<file path="src/rtl/bram_capture_ctrl_if.sv">
// Sample/readback and BRAM-port bundle for bram_capture_ctrl.
interface bram_capture_ctrl_if #(
  parameter int unsigned NB_ADDR = 15,
  parameter int unsigned NB_DATA = 14
) ();

  // Control and sample stream from the datapath / readout side
  logic               i_start;
  logic               i_stop;
  logic [NB_DATA-1:0] i_sample;
  logic               i_sample_valid;
  logic               i_read_req;

  // Registered read data returned by the BRAM
  logic [NB_DATA-1:0] i_ram_data;

  // BRAM write and read ports
  logic [NB_DATA-1:0] o_ram_data;
  logic [NB_ADDR-1:0] o_ram_write_addr;
  logic               o_ram_write_enable;
  logic [NB_ADDR-1:0] o_ram_read_addr;
  logic               o_ram_read_enable;

  // Readback and status
  logic [NB_DATA-1:0] o_data;
  logic               o_data_valid;
  logic               o_ready;
  logic               o_busy;
  logic [NB_ADDR:0]   o_count;
  logic               o_done;

  // Controller side
  modport slave (
    input  i_start, i_stop, i_sample, i_sample_valid, i_read_req, i_ram_data,
    output o_ram_data, o_ram_write_addr, o_ram_write_enable,
           o_ram_read_addr, o_ram_read_enable,
           o_data, o_data_valid, o_ready, o_busy, o_count, o_done
  );

  // Datapath / readout / BRAM side
  modport master (
    output i_start, i_stop, i_sample, i_sample_valid, i_read_req, i_ram_data,
    input  o_ram_data, o_ram_write_addr, o_ram_write_enable,
           o_ram_read_addr, o_ram_read_enable,
           o_data, o_data_valid, o_ready, o_busy, o_count, o_done
  );

endinterface

</file>
<file path="src/rtl/bram_capture_ctrl.sv">
// Capture-and-readback controller driving a single-clock BRAM: stores a
// stream of valid samples at consecutive addresses, then returns them one
// word per request using the BRAM's registered read port.
module bram_capture_ctrl #(
  parameter int unsigned NB_ADDR = 15,
  parameter int unsigned NB_DATA = 14
) (
  input  logic               clock,
  input  logic               i_reset,
  bram_capture_ctrl_if.slave ctrl_if
);

  localparam int unsigned    NB_CNT    = NB_ADDR + 1;
  localparam logic [NB_CNT-1:0] CNT_DEPTH = NB_CNT'(1) << NB_ADDR;

  typedef enum logic [2:0] {
    IDLE,
    CAPTURE,
    FULL,
    RD_ISSUE,
    RD_WAIT
  } state_e;

  state_e             state_q, state_d;
  logic [NB_ADDR-1:0] wr_ptr_q, wr_ptr_d;
  logic [NB_ADDR-1:0] rd_ptr_q, rd_ptr_d;
  logic [NB_CNT-1:0]  count_q, count_d;
  logic               wr_en_q, wr_en_d;
  logic [NB_ADDR-1:0] wr_addr_q, wr_addr_d;
  logic [NB_DATA-1:0] wr_data_q, wr_data_d;
  logic               rd_en_q, rd_en_d;
  logic [NB_ADDR-1:0] rd_addr_q, rd_addr_d;
  logic [NB_DATA-1:0] data_q, data_d;
  logic               data_valid_q, data_valid_d;
  logic               done_q, done_d;
  logic               ready_q, ready_d;
  logic               busy_q, busy_d;

  logic [NB_CNT-1:0]  count_inc;
  logic [NB_CNT-1:0]  rd_next_cnt;

  // Count after one more write, and words consumed after the current read
  assign count_inc   = count_q + NB_CNT'(1);
  assign rd_next_cnt = {1'b0, rd_ptr_q} + NB_CNT'(1);

  // Next-state, pointer and registered-output logic
  always_comb begin
    state_d      = state_q;
    wr_ptr_d     = wr_ptr_q;
    rd_ptr_d     = rd_ptr_q;
    count_d      = count_q;
    wr_en_d      = 1'b0;
    wr_addr_d    = wr_addr_q;
    wr_data_d    = wr_data_q;
    rd_en_d      = 1'b0;
    rd_addr_d    = rd_addr_q;
    data_d       = data_q;
    data_valid_d = 1'b0;
    done_d       = 1'b0;

    case (state_q)
      IDLE: begin
        if (ctrl_if.i_start) begin
          wr_ptr_d = '0;
          rd_ptr_d = '0;
          count_d  = '0;
          state_d  = CAPTURE;
        end
      end

      CAPTURE: begin
        // A sample arriving with stop is written and counted first
        if (ctrl_if.i_sample_valid) begin
          wr_en_d   = 1'b1;
          wr_addr_d = wr_ptr_q;
          wr_data_d = ctrl_if.i_sample;
          wr_ptr_d  = wr_ptr_q + NB_ADDR'(1);
          count_d   = count_inc;
          if (count_inc == CNT_DEPTH) begin
            state_d = FULL;
          end else if (ctrl_if.i_stop) begin
            state_d = FULL;
          end
        end else if (ctrl_if.i_stop) begin
          if (count_q == '0) begin
            state_d = IDLE;
            done_d  = 1'b1;
          end else begin
            state_d = FULL;
          end
        end
      end

      FULL: begin
        if (ctrl_if.i_read_req) begin
          rd_en_d   = 1'b1;
          rd_addr_d = rd_ptr_q;
          state_d   = RD_ISSUE;
        end
      end

      RD_ISSUE: begin
        // BRAM registers the addressed word on this edge
        state_d = RD_WAIT;
      end

      RD_WAIT: begin
        data_d       = ctrl_if.i_ram_data;
        data_valid_d = 1'b1;
        rd_ptr_d     = rd_ptr_q + NB_ADDR'(1);
        if (rd_next_cnt == count_q) begin
          state_d = IDLE;
          done_d  = 1'b1;
        end else begin
          state_d = FULL;
        end
      end

      default: begin
        state_d = IDLE;
      end
    endcase

    ready_d = (state_d == FULL);
    busy_d  = (state_d == CAPTURE);
  end

  // State, pointer and output registers with synchronous reset
  always_ff @(posedge clock) begin
    if (i_reset) begin
      state_q      <= IDLE;
      wr_ptr_q     <= '0;
      rd_ptr_q     <= '0;
      count_q      <= '0;
      wr_en_q      <= 1'b0;
      wr_addr_q    <= '0;
      wr_data_q    <= '0;
      rd_en_q      <= 1'b0;
      rd_addr_q    <= '0;
      data_q       <= '0;
      data_valid_q <= 1'b0;
      done_q       <= 1'b0;
      ready_q      <= 1'b0;
      busy_q       <= 1'b0;
    end else begin
      state_q      <= state_d;
      wr_ptr_q     <= wr_ptr_d;
      rd_ptr_q     <= rd_ptr_d;
      count_q      <= count_d;
      wr_en_q      <= wr_en_d;
      wr_addr_q    <= wr_addr_d;
      wr_data_q    <= wr_data_d;
      rd_en_q      <= rd_en_d;
      rd_addr_q    <= rd_addr_d;
      data_q       <= data_d;
      data_valid_q <= data_valid_d;
      done_q       <= done_d;
      ready_q      <= ready_d;
      busy_q       <= busy_d;
    end
  end

  assign ctrl_if.o_ram_data         = wr_data_q;
  assign ctrl_if.o_ram_write_addr   = wr_addr_q;
  assign ctrl_if.o_ram_write_enable = wr_en_q;
  assign ctrl_if.o_ram_read_addr    = rd_addr_q;
  assign ctrl_if.o_ram_read_enable  = rd_en_q;
  assign ctrl_if.o_data             = data_q;
  assign ctrl_if.o_data_valid       = data_valid_q;
  assign ctrl_if.o_ready            = ready_q;
  assign ctrl_if.o_busy             = busy_q;
  assign ctrl_if.o_count            = count_q;
  assign ctrl_if.o_done             = done_q;

endmodule

</file>
<file path="src/flat_wrapper.sv">
// flat-port wrapper written by rule: the top's interface ports become plain ports
module bram_capture_ctrl_flat 
#(
  parameter int unsigned NB_ADDR = 15,
  parameter int unsigned NB_DATA = 14
)
  (clock, i_reset, ctrl_if_i_start, ctrl_if_i_stop, ctrl_if_i_sample, ctrl_if_i_sample_valid, ctrl_if_i_read_req, ctrl_if_i_ram_data, ctrl_if_o_ram_data, ctrl_if_o_ram_write_addr, ctrl_if_o_ram_write_enable, ctrl_if_o_ram_read_addr, ctrl_if_o_ram_read_enable, ctrl_if_o_data, ctrl_if_o_data_valid, ctrl_if_o_ready, ctrl_if_o_busy, ctrl_if_o_count, ctrl_if_o_done);
  bram_capture_ctrl_if #(.NB_ADDR(NB_ADDR), .NB_DATA(NB_DATA)) ctrl_if_i ();
  input  logic clock;
  input  logic i_reset;
  input wire logic [$bits(ctrl_if_i.i_start)-1:0] ctrl_if_i_start;
  input wire logic [$bits(ctrl_if_i.i_stop)-1:0] ctrl_if_i_stop;
  input wire logic [$bits(ctrl_if_i.i_sample)-1:0] ctrl_if_i_sample;
  input wire logic [$bits(ctrl_if_i.i_sample_valid)-1:0] ctrl_if_i_sample_valid;
  input wire logic [$bits(ctrl_if_i.i_read_req)-1:0] ctrl_if_i_read_req;
  input wire logic [$bits(ctrl_if_i.i_ram_data)-1:0] ctrl_if_i_ram_data;
  output wire logic [$bits(ctrl_if_i.o_ram_data)-1:0] ctrl_if_o_ram_data;
  output wire logic [$bits(ctrl_if_i.o_ram_write_addr)-1:0] ctrl_if_o_ram_write_addr;
  output wire logic [$bits(ctrl_if_i.o_ram_write_enable)-1:0] ctrl_if_o_ram_write_enable;
  output wire logic [$bits(ctrl_if_i.o_ram_read_addr)-1:0] ctrl_if_o_ram_read_addr;
  output wire logic [$bits(ctrl_if_i.o_ram_read_enable)-1:0] ctrl_if_o_ram_read_enable;
  output wire logic [$bits(ctrl_if_i.o_data)-1:0] ctrl_if_o_data;
  output wire logic [$bits(ctrl_if_i.o_data_valid)-1:0] ctrl_if_o_data_valid;
  output wire logic [$bits(ctrl_if_i.o_ready)-1:0] ctrl_if_o_ready;
  output wire logic [$bits(ctrl_if_i.o_busy)-1:0] ctrl_if_o_busy;
  output wire logic [$bits(ctrl_if_i.o_count)-1:0] ctrl_if_o_count;
  output wire logic [$bits(ctrl_if_i.o_done)-1:0] ctrl_if_o_done;
  assign ctrl_if_i.i_start = ctrl_if_i_start;
  assign ctrl_if_i.i_stop = ctrl_if_i_stop;
  assign ctrl_if_i.i_sample = ctrl_if_i_sample;
  assign ctrl_if_i.i_sample_valid = ctrl_if_i_sample_valid;
  assign ctrl_if_i.i_read_req = ctrl_if_i_read_req;
  assign ctrl_if_i.i_ram_data = ctrl_if_i_ram_data;
  assign ctrl_if_o_ram_data = ctrl_if_i.o_ram_data;
  assign ctrl_if_o_ram_write_addr = ctrl_if_i.o_ram_write_addr;
  assign ctrl_if_o_ram_write_enable = ctrl_if_i.o_ram_write_enable;
  assign ctrl_if_o_ram_read_addr = ctrl_if_i.o_ram_read_addr;
  assign ctrl_if_o_ram_read_enable = ctrl_if_i.o_ram_read_enable;
  assign ctrl_if_o_data = ctrl_if_i.o_data;
  assign ctrl_if_o_data_valid = ctrl_if_i.o_data_valid;
  assign ctrl_if_o_ready = ctrl_if_i.o_ready;
  assign ctrl_if_o_busy = ctrl_if_i.o_busy;
  assign ctrl_if_o_count = ctrl_if_i.o_count;
  assign ctrl_if_o_done = ctrl_if_i.o_done;
  bram_capture_ctrl #(.NB_ADDR(NB_ADDR), .NB_DATA(NB_DATA)) u_core (.clock(clock), .i_reset(i_reset), .ctrl_if(ctrl_if_i));
endmodule
</file>
<file path="config.mk">
export PLATFORM = sky130hd
export DESIGN_NAME = bram_capture_ctrl_flat
export DESIGN_NICKNAME = d
export VERILOG_FILES = /design/src/rtl/bram_capture_ctrl_if.sv /design/src/rtl/bram_capture_ctrl.sv /design/src/flat_wrapper.sv
export SDC_FILE = /design/constraint.sdc
export NUM_CORES = 1
export LEC_CHECK = 0
export BUFFER_PORTS_ARGS = -buffer_cell sky130_fd_sc_hd__buf_4
export CAP_MARGIN = 20
export CELL_PAD_IN_SITES_DETAIL_PLACEMENT = 1
export CELL_PAD_IN_SITES_GLOBAL_PLACEMENT = 2
export CORE_MARGIN = 3
export CORE_UTILIZATION = 33
export CTS_CLUSTER_DIAMETER = 60
export DETAILED_ROUTE_END_ITERATION = 6
export PLACE_DENSITY_LB_ADDON = 0.1
export SLEW_MARGIN = 0
export SYNTH_ARGS = -nofsm -noshare
export SYNTH_HDL_FRONTEND = slang
export SYNTH_SLANG_ARGS = --single-unit
</file>
<file path="constraint.sdc">
create_clock -name clock -period 4.7 [get_ports clock]
set_input_delay 0 -clock clock [delete_from_list [all_inputs] [get_ports clock]]
set_output_delay 0 -clock clock [all_outputs]
set_load 0.05 [all_outputs]
</file>
=== After elaboration in Yosys (flattened, before gate mapping) ===
Index checks and enable logic that the tools add are counted.

* Register bits: 113
* Latch bits: 0
* Memory bits (writable): 0
* Memory bits (read-only): 0
* Input port bits: 34
* Output and inout bits: 80
* Word-level logic and storage cells: 64
* Memories: 0

* $add $sub $neg: 4
* $mul: 0
* Divide/modulo/power cells: 0
* Magnitude comparators: 0
* Equal/unequal tests: 10
* Shift-type cells: 0
* Muxes and demuxes: 24
* Bitwise logic cells: 2
* Reductions and logical operators: 10

{| class="wikitable"
|+ Operators with widths
! cell !! number
|-
| one-hot mux 15 bit (2 select lines) || 2
|-
| two-way mux 16 bit || 2
|-
| one-hot mux 16 bit (2 select lines) || 1
|-
| adder 15 x 1 -> 15 bit, second input constant || 2
|-
| two-way mux 15 bit || 2
|-
| two-way mux 3 bit || 6
|-
| adder 15 x 1 -> 16 bit, second input constant || 1
|-
| adder 16 x 1 -> 16 bit, second input constant || 1
|-
| == test 16 bit || 1
|-
| == test 16 bit, second input constant || 1
|-
| logical NOT 16 bit || 1
|-
| one-hot mux 3 bit (5 select lines) || 1
|-
| == test 3 x 2 -> 1 bit, second input constant || 3
|-
| two-way mux 1 bit || 7
|-
| == test 3 x 1 -> 1 bit, second input constant || 2
|-
| AND reduction 2 bit || 3
|-
| two-way mux 2 bit || 2
|-
| inequality test 2 bit, second input constant || 2
|-
| nonzero test 2 bit || 2
|-
| OR reduction 2 bit || 2
|-
| == test 3 bit, second input constant || 1
|-
| logical NOT 3 bit || 1
|-
| AND reduction 3 bit || 1
|-
| NOT 1 bit || 2
|-
| one-hot mux 1 bit (2 select lines) || 1
|}

=== Longest topological paths before layout ===
Gate-level depths: netlist (run 1).

* Depth in word-level cells: 6
* Depth in mapped cells: 10
* Gate-level depth less buffers: 9

=== Least setup slack after synthesis (run 1) ===
Ideal clock, no wire load.

* Path kind: register to register
* Start point: reg u_core.rd_ptr_q[0]
* End point: reg u_core.done_q, in the netlist u_core.ctrl_if.o_done
* Library setup time: 0.073 ns
* Arrival: 2.562 ns
* Data required time: 4.627 ns
* Setup slack: 2.064 ns
* Cell stages (with the launch flop): 10
* Period minus slack after synthesis: 2.636 ns
* Cell sequence: dfxtp_1 -> ha_1 -> clkbuf_1 -> and3_1 -> nand3_1 -> xnor2_1 -> a2111o_1 -> or4_4 -> o31a_1 -> nor3_2

* Word-level cells in the longest chain between the ends: 4

{| class="wikitable"
|+ RTL lines
! item !! line !! RTL
|-
| from (decl) || bram_capture_ctrl.sv:26 || <nowiki>logic [NB_ADDR-1:0] rd_ptr_q, rd_ptr_d;</nowiki>
|-
| from (signal assigned) || bram_capture_ctrl.sv:148 || <nowiki>rd_ptr_q <= rd_ptr_d;</nowiki>
|-
| adder 15 x 1 -> 16 bit || bram_capture_ctrl.sv:44 || <nowiki>assign rd_next_cnt = {1'b0, rd_ptr_q} + NB_CNT'(1);</nowiki>
|-
| == test 16 bit || bram_capture_ctrl.sv:111 || <nowiki>if (rd_next_cnt == count_q) begin</nowiki>
|-
| two-way mux 1 bit || bram_capture_ctrl.sv:111 ||
|-
| one-hot mux 1 bit (2 select lines) || bram_capture_ctrl.sv:61 || <nowiki>case (state_q)</nowiki>
|-
| to (signal assigned) || bram_capture_ctrl.sv:157 || <nowiki>done_q <= done_d;</nowiki>
|-
| to (decl) || bram_capture_ctrl.sv:35 || <nowiki>logic done_q, done_d;</nowiki>
|}

Every way passes these cells.
A chain may end at the register's enable or synchronous reset.

=== Worst setup path after layout (run 1) ===
Same ends and word-level chain as after synthesis.

==> results of run 1 <==
[logic make-up after synthesis]
group	count (synthesis)
buffers and inverters	69
flip-flops	113
XOR/XNOR	38
adder cells (fa/ha/maj)	5
AO/OA/AOI/OAI	159
AND/OR/NAND/NOR	301
multiplexers	1
[state kept, by name, summed over array words and instances (netlist names), 3 cells and up]
register	count
u_core.ctrl_if.o_count	16
u_core.rd_ptr_q	15
u_core.ctrl_if.o_ram_read_addr	15
u_core.wr_ptr_q	15
u_core.state_q	3
u_core.ctrl_if.o_ram_data	14
u_core.ctrl_if.o_data	14
u_core.ctrl_if.o_ram_write_addr	15
[where the power goes]
part / internal, mW / switching (mW)
logic: 0.0690 / 0.118
registers: 0.969 / 0.0107
clock network: 0.872 / 0.469
[layout by cell type (no fill, tap or decap), types with 2 or more instances in the layout]
| master | n |
|---|---|
| a21o_1 | 3 |
| a21oi_1 | 96 |
| a22oi_1 | 2 |
| a311oi_1 | 5 |
| a31oi_1 | 7 |
| a41oi_1 | 2 |
| and2_1 | 5 |
| and3_1 | 8 |
| and3_2 | 2 |
| and4_1 | 5 |
| buf_4 | 119 |
| bufinv_16 | 3 |
| clkbuf_1 | 2 |
| clkbuf_16 | 17 |
| clkbuf_8 | 3 |
| clkinv_2 | 5 |
| clkinv_4 | 2 |
| dfxtp_1 | 113 |
| dlygate4sd3_1 | 30 |
| ha_1 | 4 |
| inv_1 | 10 |
| nand2_1 | 143 |
| nand2b_1 | 2 |
| nand3_1 | 20 |
| nand3b_1 | 5 |
| nand4_1 | 11 |
| nand4b_1 | 3 |
| nor2_1 | 56 |
| nor3_1 | 11 |
| nor3_2 | 2 |
| nor4_1 | 6 |
| o2111ai_1 | 3 |
| o211a_1 | 2 |
| o21ai_0 | 27 |
| or3_1 | 8 |
| xnor2_1 | 28 |
| xor2_1 | 10 |
[synth_stat cells (3+ instances only)]
cell	n	area (µm²)
or3_1	8	50.1
nand2_1	143	537
xor2_1	10	87.6
nor4_1	6	37.5
and2_1	5	31.3
clkbuf_1	47	176
and4_1	5	43.8
dfxtp_1	113	2260
o21ai_0	28	140
o2111ai_1	3	26.3
nor2_1	56	210
a311oi_1	5	43.8
a21oi_1	96	480
a31oi_1	7	43.8
and3_1	8	50.1
inv_1	10	37.5
buf_2	8	40.0
nand3_1	20	100
nor3_1	11	55.1
nand3b_1	5	37.5
xnor2_1	28	245
a21o_1	3	22.5
nand4_1	11	68.8
ha_1	4	50.1
nand4b_1	3	26.3
[layout make-up]
type / count / area share
Inverter: 10 / 0.00524
Tap cell: 211 / 0.0368
Multi-Input combinational cell: 504 / 0.387
Clock inverter: 10 / 0.0185
Clock buffer: 22 / 0.0662
Sequential cell: 113 / 0.316
Timing Repair Buffer: 151 / 0.170
[how the worst min path moves through the flow]
stage / endpoint / slack [ps] / cells past startpoint
after floorplan: u_core.ctrl_if.o_data[0] / 140 / 2
after global placement: u_core.ctrl_if.o_data[8] / 250 / 3
after detailed placement: u_core.ctrl_if.o_ram_data[7] / 260 / 3
after CTS: u_core.state_q[0] / 6 / 4
after global routing: u_core.state_q[0] / 60 / 4
final: u_core.state_q[0] / 30 / 4
[per-stage QoR]
| stage | setup WS [ps] | std cells | area [µm²] |
|---|---|---|---|
| 2_1_floorplan | 2060 | 686 | 5300 |
| 3_3_place_gp | 1980 | 957 | 6230 |
| 3_5_place_dp | 1900 | 958 | 6240 |
| 4_1_cts | 1880 | 1020 | 7150 |
| 5_1_grt | 1660 | 1021 | 7160 |
| 6_report | 1880 | 1021 | 7160 |
[routing by layer]
layer  wire [µm]  global-route usage
met3         671              0.0548
met4         353              0.0756
met1        7900               0.244
met2        8750               0.350
met5           0                   0
[worst reg2reg max path, cell delays in order (launching register included)]
cell and delay (ps):
dfxtp_1 490, ha_1 370, and3_1 300, nand3_1 130, xnor2_1 170, a2111o_1 360, or4_4 550, o31a_1 300
nor3_2 90
==> run metrics, run 1 <==
routed wire length 17.7 mm; clock sink count 113; post-layout util 0.464; CP bufs+invs 0; H-tree levels 4; Syn-to-layout area delta 35.3%; Clock Pin Slew Worst Setup and Hold Paths 50 ps; vias after detailed routing 5256; cell row count 45; RSZ-0062 raised after global routing no; flop2flop setup slack 1880 ps; multiplexer share of the synthesized area 0.00189; post-detailed-route via-to-cell ratio 5.15; LEAKAGE 2.76 nW; Compound-Gate Fraction of Synth Area 0.170; Synth Net Count 724; VDD IR max 266 µV; drt first pass iters 4; Slew @ Worst Pin 781 ps; root buf cell clkbuf_16; cell family with most CP delay simple AND/OR/NAND/NOR gates; Seq/Total Area, Yosys 0.427; first-pass GRT wire length 28.8 mm; max_cap viols 0; min-delay src ctrl_if_i_stop; main combinational cell family by area after synthesis simple AND/OR/NAND/NOR gates; worst-path cell with the longest stage delay or4_4; final net count 835; simple-gate share of the synthesized area 0.274; top_reg_cell synth dfxtp_1; sequential cell area 0.00226 mm²; outcome finished clean; post-DR wirelength/cell 17.3 µm; syn avg cell area 7.72 µm²; Die Y 133 µm; io pins 114; clock latency on the worst-skew pair 430 ps; IO buf count 113; antenna-violating nets left 0; Crit path arrival time 3180 ps; hold_ws 26.7 ps; initial core utilization 0.343; die width 133 µm; final hold viol count 0; Clock Skew 13.9 ps; area of the multi-input gates 0.00277 mm²; CP cell instances ha_1 -> and3_1 -> nand3_1 -> xnor2_1 -> a2111o_1 -> or4_4 -> o31a_1 -> nor3_2; Fmax 354 MHz; largest net degree at the start of global routing 70; overall power 2.51 mW; HPWL Detailed 11.9 mm; CP max stage delay 550 ps; die area 0.0176 mm²; GR Overflow Total 0; CTS Buf Count 17; CTS tree yes; placer's final routability congestion estimate 0.813; max-slew violations 0; Slew headroom 0.476; filler instances 1877; Antenna Cells 0; post-CTS setup buffers 0; Levels on crit path 8; Crit Path Category register to register; setup TNS 0 ps; Hold Buf Count CTS 30; RR Endpoint u_core.ctrl_if.o_done; period utilization 0.601; core area 0.0154 mm²; Yosys cell types 59; Setup crit end u_core.ctrl_if.o_done; Yosys reg bits 113; worst r2r path cells 8; Post-Synth XOR/XNOR Area 0.0628; vias in the first global route 5339; drt drc 0; post-cts gate resize count 0; yosys warns 0; Setup-failing EPs final 0; Detailed Route Iter0 Violations 258; Adder-Cell Fraction of Synth Area 0.0113; share of cells above drive strength 1 0.205; initial antenna violation count 0; Hold Path Class input pin to register; crit end category register; synthesized instance count 686; Critical Path Start Type register; GR Util All Layers 0.204; Critical Path Fanout Max 8; worst endpoint required time 5050 ps; Period minus WS final 2820 ps; EDFF count, synth 0; Power Density 350 mW/mm²; Syn Std Cell Area 0.00530 mm²; post-synthesis async set-or-reset flop share 0; Reg2Reg Launch Point u_core.rd_ptr_q[0]; clk buf depth 2; Critical Path Source u_core.rd_ptr_q[0]
No activity file was read; power rests on OpenSTA's default activity.
==> inputs of run 2 (changes only) <==
CORE_UTILIZATION = 31   (was 33)
clock period = 2.7 ns   (was 4.7 ns; I/O delays follow)
==> run 2 against run 1 <==
Compared with the run above:
- setup slack got worse by 1700 ps
- sequential power increased by 73%
- via count grew 1.4%
- routed wire length is 1.3% higher
- die area rose by 6.2%
- critical path type unchanged
- largest power group unchanged
==> run metrics, run 2 (synthesized netlist as in run 1, its figures left out) <==
outcome finished clean; cell family with most CP delay simple AND/OR/NAND/NOR gates; share of cells above drive strength 1 0.237; RSZ-0062 raised after global routing no; LEAKAGE 2.88 nW; Critical Path Fanout Max 11; Setup-failing EPs final 0; vias after detailed routing 5330; max FFs per register 16; routed wire length 17.9 mm; Clock Pin Slew Worst Setup and Hold Paths 50 ps; initial core utilization 0.318; Clock Skew 11.4 ps; final net count 862; GR Overflow Total 0; HPWL Detailed 12.4 mm; overall power 4.26 mW; VDD IR max 454 µV; period utilization 0.940; worst-path cell with the longest stage delay dfxtp_1; root buf cell clkbuf_16; Power Density 579 mW/mm²; post-CTS setup buffers 0; clock latency on the worst-skew pair 420 ps; clk buf depth 2; Crit path arrival time 2810 ps; worst endpoint required time 2970 ps; drt drc 0; core area 0.0166 mm²; net switching power 1.03 mW; CTS tree yes; commonest non-fill, non-tap cell in the layout buf_4; Detailed Route Iter0 Violations 235; Critical Path Start Type register; CTS Buf Count 17; IO buf count 113; Fmax 394 MHz; placer's final routability congestion estimate 0.899; Reg power frac 0.400; vias in the first global route 5424; initial antenna violation count 0; post-DR wirelength/cell 16.9 µm; Slew headroom 0.618; io pins 114; CP max stage delay 590 ps; setup TNS 0 ps; final hold viol count 0; first-pass GRT wire length 28.3 mm; clock power share 0.521; CP bufs+invs 0; Antenna Cells 0; most frequent cells in the layout 149 x buf_4, 143 x nand2_1, 111 x dfxtp_1, 96 x a21oi_1, 55 x nor2_1; Period minus WS final 2540 ps; clock sink count 113; largest net degree at the start of global routing 39; post-detailed-route via-to-cell ratio 5.05; die width 137 µm; max-slew violations 0; die area 0.0187 mm²; Die Y 137 µm; GR Util All Layers 0.193; Crit Path Category register to register; cell row count 47; Net Sw Frac 0.243; CP cell instances nand4_4 -> nor3_4 -> xnor2_1 -> a2111o_1 -> or4_4 -> o22ai_1 -> nor4_2; drt first pass iters 4; H-tree levels 4; Slew @ Worst Pin 573 ps; crit end category register; Gate power share 0.079; Syn-to-layout area delta 38.9%; Hold Path Class input pin to register; antenna-violating nets left 0; Pint 3.22 mW; max_cap viols 0
-- run 2: changes by cell type in the layout (fill, tap and decap cells not counted), moves of 2 or more --
cell,delta
buf_4,+30
clkinvlp_4,+3
clkbuf_8,+3
dfxtp_1,-2
bufinv_16,-2
clkinv_2,-4
dfxtp_2,+2
-- run 2: routing by layer --
metal / wire, µm / up-vias / global-route usage
li1: - / 2629 / -
met2: 8580 / 112 / 0.323
met3: 783 / 24 / 0.0434
met5: 0 / - / 0
met1: 8230 / 2565 / 0.246
met4: 306 / 0 / 0.0627
-- run 2: worst paths after layout --
| kind | from | endpoint | slack (ps) | cells past startpoint |
|---|---|---|---|---|
| worst max-delay path | u_core.rd_ptr_q[2] | u_core.ctrl_if.o_ready | 160 | 7 |
| worst min-delay path | ctrl_if_i_read_req | u_core.state_q[0] | 70 | 3 |
| worst max register to register | u_core.rd_ptr_q[2] | u_core.ctrl_if.o_ready | 160 | 7 |
| worst min register to register | u_core.ctrl_if.o_data[9] | u_core.ctrl_if.o_data[9] | 450 | 2 |
-- run 2: tightest hold or removal path, cell delays in order --
cell and delay [ps]:
buf_4 110, nand4b_1 190, a31oi_1 110
-- run 2: final cells by class --
cell class | count | area, µm²
flip-flops and latches | 113 | 2260
repair buffers | 178 | 1410
clock buffers | 24 | 512
multi-input cells | 504 | 2780
inverters | 10 | 37.5
well taps | 220 | 275
fillers | 2001 | 9290
clock inverters | 7 | 75.1
-- run 2: power by group through the flow --
stage	Combinational (mW)	Sequential [mW]	Clock, mW
2_1_floorplan	0.128	1.78	0
3_3_place_gp	0.296	1.74	0
3_5_place_dp	0.301	1.74	0
4_1_cts	0.337	1.70	2.26
5_1_grt	0.365	1.70	2.35
6_report	0.337	1.70	2.22
-- run 2: timing repair --
action                                 in CTS  in global routing
hold buffers                               29                  0
endpoints found under the hold margin      33                  0
setup endpoints to repair                   0                  2
gates resized for setup                     0                  5
-- run 2: stage by stage --
stage | setup slack [ps] | utilization | cells | hold WS, ps | cell area (µm²)
after floorplan | 64.4 | - | 686 | 136 | 5300
after global placement | 249 | 0.388 | 995 | 248 | 6460
after detailed placement | 155 | 0.388 | 995 | 259 | 6460
after CTS | 131 | 0.441 | 1055 | 39.0 | 7340
after global routing | 26.9 | 0.442 | 1056 | 55.2 | 7360
final | 161 | 0.442 | 1056 | 67.2 | 7360
